--- config.mk ---
export PLATFORM = sky130hd
export DESIGN_NAME = div_ctrl
export DESIGN_NICKNAME = d
export VERILOG_FILES = /design/src/rtl/div_pkg.sv /design/src/rtl/div_ctrl.sv
export SDC_FILE = /design/constraint.sdc
export NUM_CORES = 1
export LEC_CHECK = 0
export CAP_MARGIN = 20
export CORE_ASPECT_RATIO = 1.2
export CORE_MARGIN = 4
export CORE_UTILIZATION = 41
export DETAILED_ROUTE_END_ITERATION = 6
export GPL_TIMING_DRIVEN = 0
export PLACE_DENSITY = 0.81
export SYNTH_ARGS = -nofsm -noshare
export SYNTH_HDL_FRONTEND = slang
export SYNTH_SLANG_ARGS = --single-unit
--- constraint.sdc ---
create_clock -name clk -period 3.73 [get_ports clk]
set_input_delay 0.746 -clock clk [delete_from_list [all_inputs] [get_ports clk]]
set_output_delay 0.746 -clock clk [all_outputs]
set_load 0.01 [all_outputs]
--- src/rtl/div_pkg.sv ---
// Shared encodings for the EXE-stage divider sequencing controller.
// The op encodings, the FSM state type and the divider's fixed latency live here.
package div_pkg;

    localparam logic [1:0] OP_DIV_W  = 2'b00;
    localparam logic [1:0] OP_MOD_W  = 2'b01;
    localparam logic [1:0] OP_DIV_WU = 2'b10;
    localparam logic [1:0] OP_MOD_WU = 2'b11;

    localparam int DIV_LATENCY = 33;

    typedef enum logic [1:0] {
        ST_IDLE  = 2'd0,
        ST_BUSY  = 2'd1,
        ST_DRAIN = 2'd2,
        ST_DONE  = 2'd3
    } state_t;

endpackage

--- src/rtl/div_ctrl.sv ---
// Sequences one divide/modulo request through the non-cancellable iterative divider.
// A flushed operation is drained to completion and its result is discarded.
module div_ctrl
    import div_pkg::*;
#(
    parameter int TAG_W = 5
) (
    input  logic             clk,
    input  logic             reset,
    input  logic             req_valid,
    output logic             req_ready,
    input  logic [1:0]       req_op,
    input  logic [31:0]      req_x,
    input  logic [31:0]      req_y,
    input  logic [TAG_W-1:0] req_tag,
    output logic             resp_valid,
    input  logic             resp_ready,
    output logic [31:0]      resp_result,
    output logic [TAG_W-1:0] resp_tag,
    input  logic             flush,
    output logic             busy,
    output logic             div_en,
    output logic             div_signed,
    output logic [31:0]      div_x,
    output logic [31:0]      div_y,
    input  logic [31:0]      div_s,
    input  logic [31:0]      div_r,
    input  logic             div_complete
);

    state_t             r_state;
    state_t             w_next;
    logic [31:0]        r_x;
    logic [31:0]        r_y;
    logic [1:0]         r_op;
    logic [TAG_W-1:0]   r_tag;
    logic [31:0]        r_result;
    logic               w_accept;
    logic               w_capture;

    assign w_accept  = (r_state == ST_IDLE) && req_valid && !flush;
    assign w_capture = (r_state == ST_BUSY) && div_complete && !flush;

    // State register.
    always_ff @(posedge clk or posedge reset) begin
        if (reset) begin
            r_state <= ST_IDLE;
        end else begin
            r_state <= w_next;
        end
    end

    // Next-state decode.
    always_comb begin
        w_next = r_state;
        case (r_state)
            ST_IDLE: begin
                if (req_valid && !flush) w_next = ST_BUSY;
                else                     w_next = ST_IDLE;
            end
            ST_BUSY: begin
                // A flush landing on the completion cycle has nothing left to drain.
                if (flush && div_complete) w_next = ST_IDLE;
                else if (flush)            w_next = ST_DRAIN;
                else if (div_complete)     w_next = ST_DONE;
                else                       w_next = ST_BUSY;
            end
            ST_DRAIN: begin
                if (div_complete) w_next = ST_IDLE;
                else              w_next = ST_DRAIN;
            end
            ST_DONE: begin
                if (flush || resp_ready) w_next = ST_IDLE;
                else                     w_next = ST_DONE;
            end
            default: w_next = ST_IDLE;
        endcase
    end

    // Operand latch on accept; operands stay frozen because the divider re-reads sign bits at the end.
    always_ff @(posedge clk or posedge reset) begin
        if (reset) begin
            r_x   <= 32'd0;
            r_y   <= 32'd0;
            r_op  <= 2'b00;
            r_tag <= '0;
        end else if (w_accept) begin
            r_x   <= req_x;
            r_y   <= req_y;
            r_op  <= req_op;
            r_tag <= req_tag;
        end else begin
            r_x   <= r_x;
            r_y   <= r_y;
            r_op  <= r_op;
            r_tag <= r_tag;
        end
    end

    // Result capture: remainder for mod ops, quotient for div ops.
    always_ff @(posedge clk or posedge reset) begin
        if (reset) begin
            r_result <= 32'd0;
        end else if (w_capture) begin
            r_result <= r_op[0] ? div_r : div_s;
        end else begin
            r_result <= r_result;
        end
    end

    assign req_ready   = (r_state == ST_IDLE);
    assign resp_valid  = (r_state == ST_DONE);
    assign busy        = (r_state != ST_IDLE);
    assign div_en      = (r_state == ST_BUSY) || (r_state == ST_DRAIN);
    assign div_signed  = ~r_op[1];
    assign div_x       = r_x;
    assign div_y       = r_y;
    assign resp_result = r_result;
    assign resp_tag    = r_tag;

endmodule

[Yosys cells after proc, flatten, opt, wreduce, memory -nomap -nowiden]
Cells that the tools add are included.
Cells by class
  eq/ne operators: 3
  mux-type cells: 8
  bitwise logic cells: 1
  reductions and logical operators: 11
Operator list (number)
  32-bit 2-to-1 mux: 1
  2-bit 2-to-1 mux: 5
  2-bit case mux with 4 select lines: 1
  1-bit logical AND: 6
  2-bit == test, second input constant: 2
  2-bit by 1-bit == test with 1-bit output, second input constant: 1
  2-bit logical NOT: 1
  1-bit logical OR: 2
  2-bit nonzero test: 1
  1-bit logical NOT: 1
  1-bit 2-to-1 mux: 1
  1-bit NOT: 1
Word-level totals
  register bits: 105
  input bits: 141
  output and inout bits: 106
  logic and storage cells: 29

[Logic depth before layout (Yosys ltp)]
Gate-level depths: netlist of run 1.
  depth in word-level cells: 4
  depth in mapped cells: 6
  depth with buffers taken out: 4

[Worst setup path before layout of run 1]
OpenSTA, ideal clock, no wires.
  path type: input-to-reg
  from: in flush
  to: reg r_result[0] (netlist: resp_result[0])
  setup time: 0.125 ns
  data arrival time: 1.516 ns
  required time: 3.605 ns
  slack: 2.089 ns
  stages: 4
  path buffers: 2
  path through: and3b_1 -> buf_6 -> buf_6 -> mux2_4
Between the ends
  word-level cells in the longest chain between the ends: 2
RTL lines
  start, declared: line div_ctrl.sv:20  | input logic flush,
  1-bit logical NOT: line div_ctrl.sv:42  | assign w_capture = (r_state == ST_BUSY) && div_complete && !flush;
  1-bit logical AND: line div_ctrl.sv:42
  end signal, assigned: line div_ctrl.sv:105  | r_result <= r_op[0] ? div_r : div_s;
  end signal, assigned: line div_ctrl.sv:107  | r_result <= r_result;
  end, declared: line div_ctrl.sv:37  | logic [31:0] r_result;
No other way between the ends.
A chain may end at the register's enable or synchronous reset.

[Worst setup path after layout of run 1]
  from: reg r_state[1]
  to: out div_en
Between the ends
  word-level cells in the longest chain between the ends: 2
  elaborated cells on any way between the ends: 3
  those cells by class: eq/ne (2); reduce/logical (1)
RTL lines
  start, declared: line div_ctrl.sv:31  | state_t r_state;
  start signal, assigned: line div_ctrl.sv:49  | r_state <= w_next;
  2-bit by 1-bit == test with 1-bit output or 2-bit == test (tied branches): line div_ctrl.sv:114  | assign div_en = (r_state == ST_BUSY) || (r_state == ST_DRAIN);
  1-bit logical OR *: line div_ctrl.sv:114
  end, declared: line div_ctrl.sv:22  | output logic div_en,
Every way passes the cells marked *; elsewhere a longest branch is shown, timed or not.

==> results of run 1 <==
==> flip-flops by register name, indices dropped and copies added, names as in the netlist <==
register / count
r_state: 2
r_op: 2
resp_tag: 5
div_y: 32
resp_result: 32
div_x: 32
==> synthesized netlist by cell type <==
cell type | n | area, sq um
nand2_1 | 1 | 3.75
nand3b_1 | 1 | 7.51
buf_6 | 12 | 135
buf_12 | 3 | 60.1
mux2_2 | 6 | 67.6
or3b_2 | 1 | 8.76
buf_4 | 1 | 7.51
a31oi_1 | 1 | 6.26
ha_1 | 6 | 75.1
dfrtp_1 | 105 | 2630
a311oi_1 | 1 | 8.76
nand2b_1 | 3 | 18.8
inv_1 | 6 | 22.5
and3b_1 | 1 | 8.76
mux2_4 | 129 | 1940
nor2b_1 | 1 | 6.26
==> area by class of cell <==
class,count,area share
clock buffer,10,0.0287
timing repair buffer,247,0.312
buffer,16,0.0254
inverter,6,0.00313
clock inverter,6,0.00815
multi-input combinational,151,0.269
sequential,105,0.329
tap,157,0.0246
==> through the flow <==
stage	TNS [ns]	hold WS (ns)
2_1_floorplan	0	0.481
3_5_place_dp	0	0.491
5_1_grt	0	0.523
3_3_place_gp	-138.86	0.491
4_1_cts	0	0.511
6_report	0	0.510
==> how the worst max path moves through the flow <==
stage / from / to / slack (ns)
3_3_place_gp: reset / resp_result[1]$_DFFE_PP0P_ / -1.33
3_5_place_dp: flush / div_y[2]$_DFFE_PP0P_ / 1.43
2_1_floorplan: reset / div_x[0]$_DFFE_PP0P_ / 0.22
6_report: r_state[1]$_DFF_PP0_ / div_en / 1.35
5_1_grt: r_state[1]$_DFF_PP0_ / busy / 1.24
4_1_cts: r_state[1]$_DFF_PP0_ / div_en / 1.32
==> per-layer routing <==
| metal | track usage | vias to the layer above | wire [microns] |
|---|---|---|---|
| met5 | 0 | - | 0 |
| met4 | 0.102 | 0 | 532 |
| met3 | 0.0421 | 33 | 761 |
| met2 | 0.350 | 126 | 7490 |
| met1 | 0.209 | 1623 | 4940 |
| li1 | - | 1493 | - |
==> kinds of logic (layout without fill, tap and decap cells) <==
logic type | Yosys count | in the layout
and+or+nand+nor | 8 | 8
buffers and inverters | 22 | 285
DFF | 105 | 105
AOI/OAI and AO/OA | 2 | 2
adders and majority gates | 6 | 6
muxes | 135 | 135
==> power by group <==
part	internal, mW	total [mW]	switching (mW)
combinational	1.31	1.94	0.629
clock	0.523	0.935	0.412
sequential	1.48	1.68	0.199
==> run summary, run 1 <==
mapped cell area: 5000 sq um
vias in the first global route: 3693
Power Total: 4.56 mW
clock-pin slew on the worst setup and hold paths: 0.07 ns
Final Instance Area: 7980 sq um
Port Buffers: 246
WP depth: 3
Mean Syn Cell Area: 18.0 sq um
Synth Area in Compound Gates: 0.00300
clock tree buffer depth: 2
Leak: 3.66 nW
Post-CTS Setup Inserts: 0
Final Worst Setup Slack: 1.35 ns
Filler cells: 882
post-place instance area: 7690 sq um
CP Class: register to primary output
HPWL Detailed: 10800 microns
die area: 14000 sq um
R2R Path Start: r_state[1]$_DFF_PP0_
unrepaired setup endpoints after global routing: false
DRC errors left: 0
Crit-path slowest cell: clkdlybuf4s50_1
dpl ws: 1.43 ns
crit-path cells: inv_1 > ha_1 > clkdlybuf4s50_1
hold depth: 1
Max-slew headroom: 0.612
Die W: 109 microns
Hold Vio Cnt, Final: 0
worst-margin pin slew: 0.582 ns
Hold EP: div_y[24]$_DFFE_PP0P_
most common cell after layout, fill and taps aside: clkdlybuf4s50_1
Netlist cell types: 16
WL per Instance: 19.7 microns
fin cells: 698
CP Data Arrival Time: 1.63 ns
Crit Path Max Fanout: 3
grt ovf: 0
MaxCap Viol Count: 0
startpoint types: register
GRT Resource Usage Total: 0.193
largest net degree at the start of global routing: 61
global-route wire length before repair: 20300 microns
mux cell area share after synthesis: 0.401
layout cell share with drive strength beyond 1: 0.312
Final period util: 0.638
register area share after synthesis: 0.525
H-tree depth: 3
worst skew pair latency: 0.33 ns
post-placement cell count: 682
CTS Root Cell: clkbuf_16
routability cong.: 0.833
CP peak stage delay: 0.53 ns
clock tree from TritonCTS: done
Initial Util: 0.426
# IOs: 247
# resized after CTS: 0
area of the multi-input gates: 2150 sq um
Final Setup Violations: 0
Syn Nets: 425
Iter 0 DRT Violations: 72
FF+latch count, synth: 105
FF-to-FF path depth: 6
most frequent cells in the layout: clkdlybuf4s50_1, mux2_4, dfrtp_1, buf_6, clkbuf_16
Syn. warnings: 0
Register Area: 2630 sq um
Core Box Area: 11700 sq um
Worst R2R End: resp_result[11]$_DFFE_PP0P_
Worst EP required: 2.98 ns
Max IR drop VDD: 0.000266 V
fin util: 0.681
initial antenna violation count: 0
CTS sink cnt: 105
Max Slew Vio Count: 0
Hold Path Origin: div_y[24]$_DFFE_PP0P_
Worst setup EP type: primary output
xor/xnor share of the synthesized area: 0
vias: 3275
CP delay by family, top: buffers and inverters
FF-to-FF setup slack: 2.05 ns
Die Span Y: 129 microns
post-route minimum period: 2.38 ns
Placement Rows: 43
largest family of logic cells by synthesized area: multiplexers
pwr dens: 571 nW/um^2
Buffers & Inverters on Critical Path: 2
Gate Count Post-Synth: 278
Diodes inserted: 0
post-route ant nets: 0
Via density: 4.69
cts hold-fix bufs: 0
Post-Synth Adder-Cell Area: 0.0150
CTS buffer count: 9
Layout area overhead: 59.6%
Peak Freq: 0.420 GHz
Post-Route WL: 13700 microns
HP Class: register to register
NumNets Final: 683
Synth Area in Simple Gates: 0.0108
outcome: complete, no violations
1st-pass router iterations: 4
Setup Skew: 0.00626 ns
Power figures use the tool's default switching activity.
==> run 2, diff against run 1 <==
--- a/config.mk
+++ b/config.mk
@@ -8,10 +8,10 @@
 export CAP_MARGIN = 20
 export CORE_ASPECT_RATIO = 1.2
 export CORE_MARGIN = 4
-export CORE_UTILIZATION = 41
+export CORE_UTILIZATION = 37
 export DETAILED_ROUTE_END_ITERATION = 6
 export GPL_TIMING_DRIVEN = 0
-export PLACE_DENSITY = 0.81
+export PLACE_DENSITY = 0.78
 export SYNTH_ARGS = -nofsm -noshare
 export SYNTH_HDL_FRONTEND = slang
 export SYNTH_SLANG_ARGS = --single-unit
==> constraint.sdc (replaced) <==
create_clock -name clk -period 2.1 [get_ports clk]
set_input_delay 0.42 -clock clk [delete_from_list [all_inputs] [get_ports clk]]
set_output_delay 0.42 -clock clk [all_outputs]
set_load 0.01 [all_outputs]
==> run summary, run 2 (synthesis gave the netlist of run 1 again) <==
die area: 15400 sq um (+10%)
# IOs: 247 (unchanged)
clock-pin slew on the worst setup and hold paths: 0.06 ns (about the same)
Die W: 114 microns (+4.9%)
NumNets Final: 686 (+0.44%)
Post-Route WL: 13100 microns (-4.4%)
Die Span Y: 135 microns (+4.9%)
1st-pass router iterations: 4 (unchanged)
Layout area overhead: 60.4%
DRC errors left: 0 (unchanged)
worst skew pair latency: 0.35 ns (+0.02 ns)
H-tree depth: 3 (unchanged)
Final Setup Violations: 0 (unchanged)
cts hold-fix bufs: 0 (unchanged)
pwr dens: 999 nW/um^2 (+75%)
Worst setup EP type: primary output
grt ovf: 0 (unchanged)
Hold Path Origin: resp_result[12]$_DFFE_PP0P_
largest net degree at the start of global routing: 42 (-31%)
Peak Freq: 0.498 GHz
crit-path cells: buf_4 > ha_1 > clkdlybuf4s50_1
Port Buffers: 246 (unchanged)
clock tree buffer depth: 2 (unchanged)
Placement Rows: 46 (+7.0%)
CP Class: register to primary output
CTS Root Cell: clkbuf_16
Worst EP required: 1.68 ns (-1.30 ns)
MaxCap Viol Count: 0 (unchanged)
Core Box Area: 13200 sq um (+13%)
GRT Resource Usage Total: 0.171 (-0.0224)
hold depth: 1 (unchanged)
Power Total: 8.01 mW (+76%)
Worst R2R End: resp_result[2]$_DFFE_PP0P_
Max Slew Vio Count: 0 (unchanged)
outcome: complete, no violations
CP Data Arrival Time: 1.59 ns (-0.04 ns)
worst-margin pin slew: 0.643 ns (+0.0614 ns)
most common cell after layout, fill and taps aside: clkdlybuf4s50_1
clock tree from TritonCTS: done
CP peak stage delay: 0.50 ns (-0.03 ns)
Final TNS setup: 0 ns (unchanged)
dpl ws: 0.142 ns (-1.29 ns)
Filler cells: 1035 (+17%)
layout cell share with drive strength beyond 1: 0.317 (+0.00437)
Via density: 4.60 (-2.0%)
WL per Instance: 18.4 microns (-6.2%)
Crit-path slowest cell: clkdlybuf4s50_1
Hold EP: resp_result[12]$_DFFE_PP0P_
FF-to-FF path depth: 6 (unchanged)
Final Worst Setup Slack: 0.0905 ns (-1.26 ns)
Setup Skew: 0.0106 ns (+0.00439 ns)
Initial Util: 0.378 (-0.0486)
CTS buffer count: 9 (unchanged)
startpoint types: register
HPWL Detailed: 10300 microns (-4.3%)
Max IR drop VDD: 0.000513 V (+93%)
Leak: 3.71 nW (+1.2%)
Iter 0 DRT Violations: 86 (+19%)
global-route wire length before repair: 20500 microns (+0.71%)
Hold Vio Cnt, Final: 0 (unchanged)
vias: 3269 (-0.18%)
R2R Path Start: r_state[0]$_DFF_PP0_
unrepaired setup endpoints after global routing: false
Final period util: 0.957
FF-to-FF setup slack: 0.45 ns (-1.60 ns)
routability cong.: 0.747 (-10%)
HP Class: register to register
post-route minimum period: 2.01 ns
CTS sink cnt: 105 (unchanged)
vias in the first global route: 3843 (+4.1%)
Max-slew headroom: 0.570 (-0.0418)
Crit Path Max Fanout: 3 (unchanged)
fin util: 0.606 (-0.0749)
Diodes inserted: 0 (unchanged)
initial antenna violation count: 0 (unchanged)
post-route ant nets: 0 (unchanged)
most frequent cells in the layout: clkdlybuf4s50_1, mux2_4, dfrtp_1, buf_6, clkbuf_16
==> run 2: changes by cell type in the layout (fill, tap and decap cells not counted), sizes merged <==
cell,delta
buf,+3
bufinv,-1
clkbuf,+1
clkdlybuf4s50,-3
clkinv,+1
dlymetal6s2s,+3
inv,-2
==> run 2: repair_timing <==
action | 4_1_cts | 5_1_grt
gates resized for setup | 0 | 3
setup buffers | 0 | 2
hold endpoints to repair | 0 | 0
endpoints found under the setup margin | 0 | 3
==> run 2: cell type report <==
class                   instances  area (sq um)  share of cell area
flip-flops and latches        105          2630               0.328
repair buffers                250          2520               0.315
multi-input cells             151          2150               0.268
clock buffers                  11           253              0.0315
well taps                     168           210              0.0262
plain buffers                  16           203              0.0253
clock inverters                 4          27.5             0.00343
inverters                       6          26.3             0.00328
==> run 2: worst max-delay path: cells and delay by family (launching register included) <==
family | cells | cell delay, ns
fa+ha+maj | 1 | 0.22
buf+inv | 2 | 0.64
flops | 1 | 0.39
==> run 2: how the worst max path moves through the flow <==
stage | to | start | slack, ns | depth (start not counted)
floorplan | div_x[0]$_DFFE_PP0P_ | reset | 0.42 | 1
global placement | div_y[13]$_DFFE_PP0P_ | reset | -0.63 | 2
detailed placement | div_x[10]$_DFFE_PP0P_ | flush | 0.14 | 5
CTS | busy | r_state[0]$_DFF_PP0_ | 0.0007 | 4
global route | resp_valid | r_state[0]$_DFF_PP0_ | 0.03 | 3
finish | resp_valid | r_state[0]$_DFF_PP0_ | 0.09 | 3
==> run 2: per-stage QoR <==
step / hold WS (ns) / cells / area, sq um
after global placement: 0.491 / 692 / 7680
final: 0.509 / 711 / 8020
after detailed placement: 0.491 / 694 / 7720
after global routing: 0.520 / 711 / 8020
after CTS: 0.512 / 709 / 8000
after floorplan: 0.481 / 278 / 5000
==> run 2: report_power, final <==
group | total (mW) | switching (mW) | leakage [nW] | internal [mW]
logic | 3.42 | 1.09 | 2.32 | 2.33
registers | 2.99 | 0.356 | 1.24 | 2.64
clock network | 1.60 | 0.733 | 0.142 | 0.865
total | 8.01 | 2.18 | 3.71 | 5.83
==> run 2: layer usage <==
layer | vias to the layer above | share of wire | track usage
met3 | 30 | 0.066 | 0.0438
li1 | 1501 | - | -
met4 | 0 | 0.039 | 0.0871
met1 | 1599 | 0.38 | 0.198
met2 | 139 | 0.52 | 0.291
met5 | - | 0 | 0
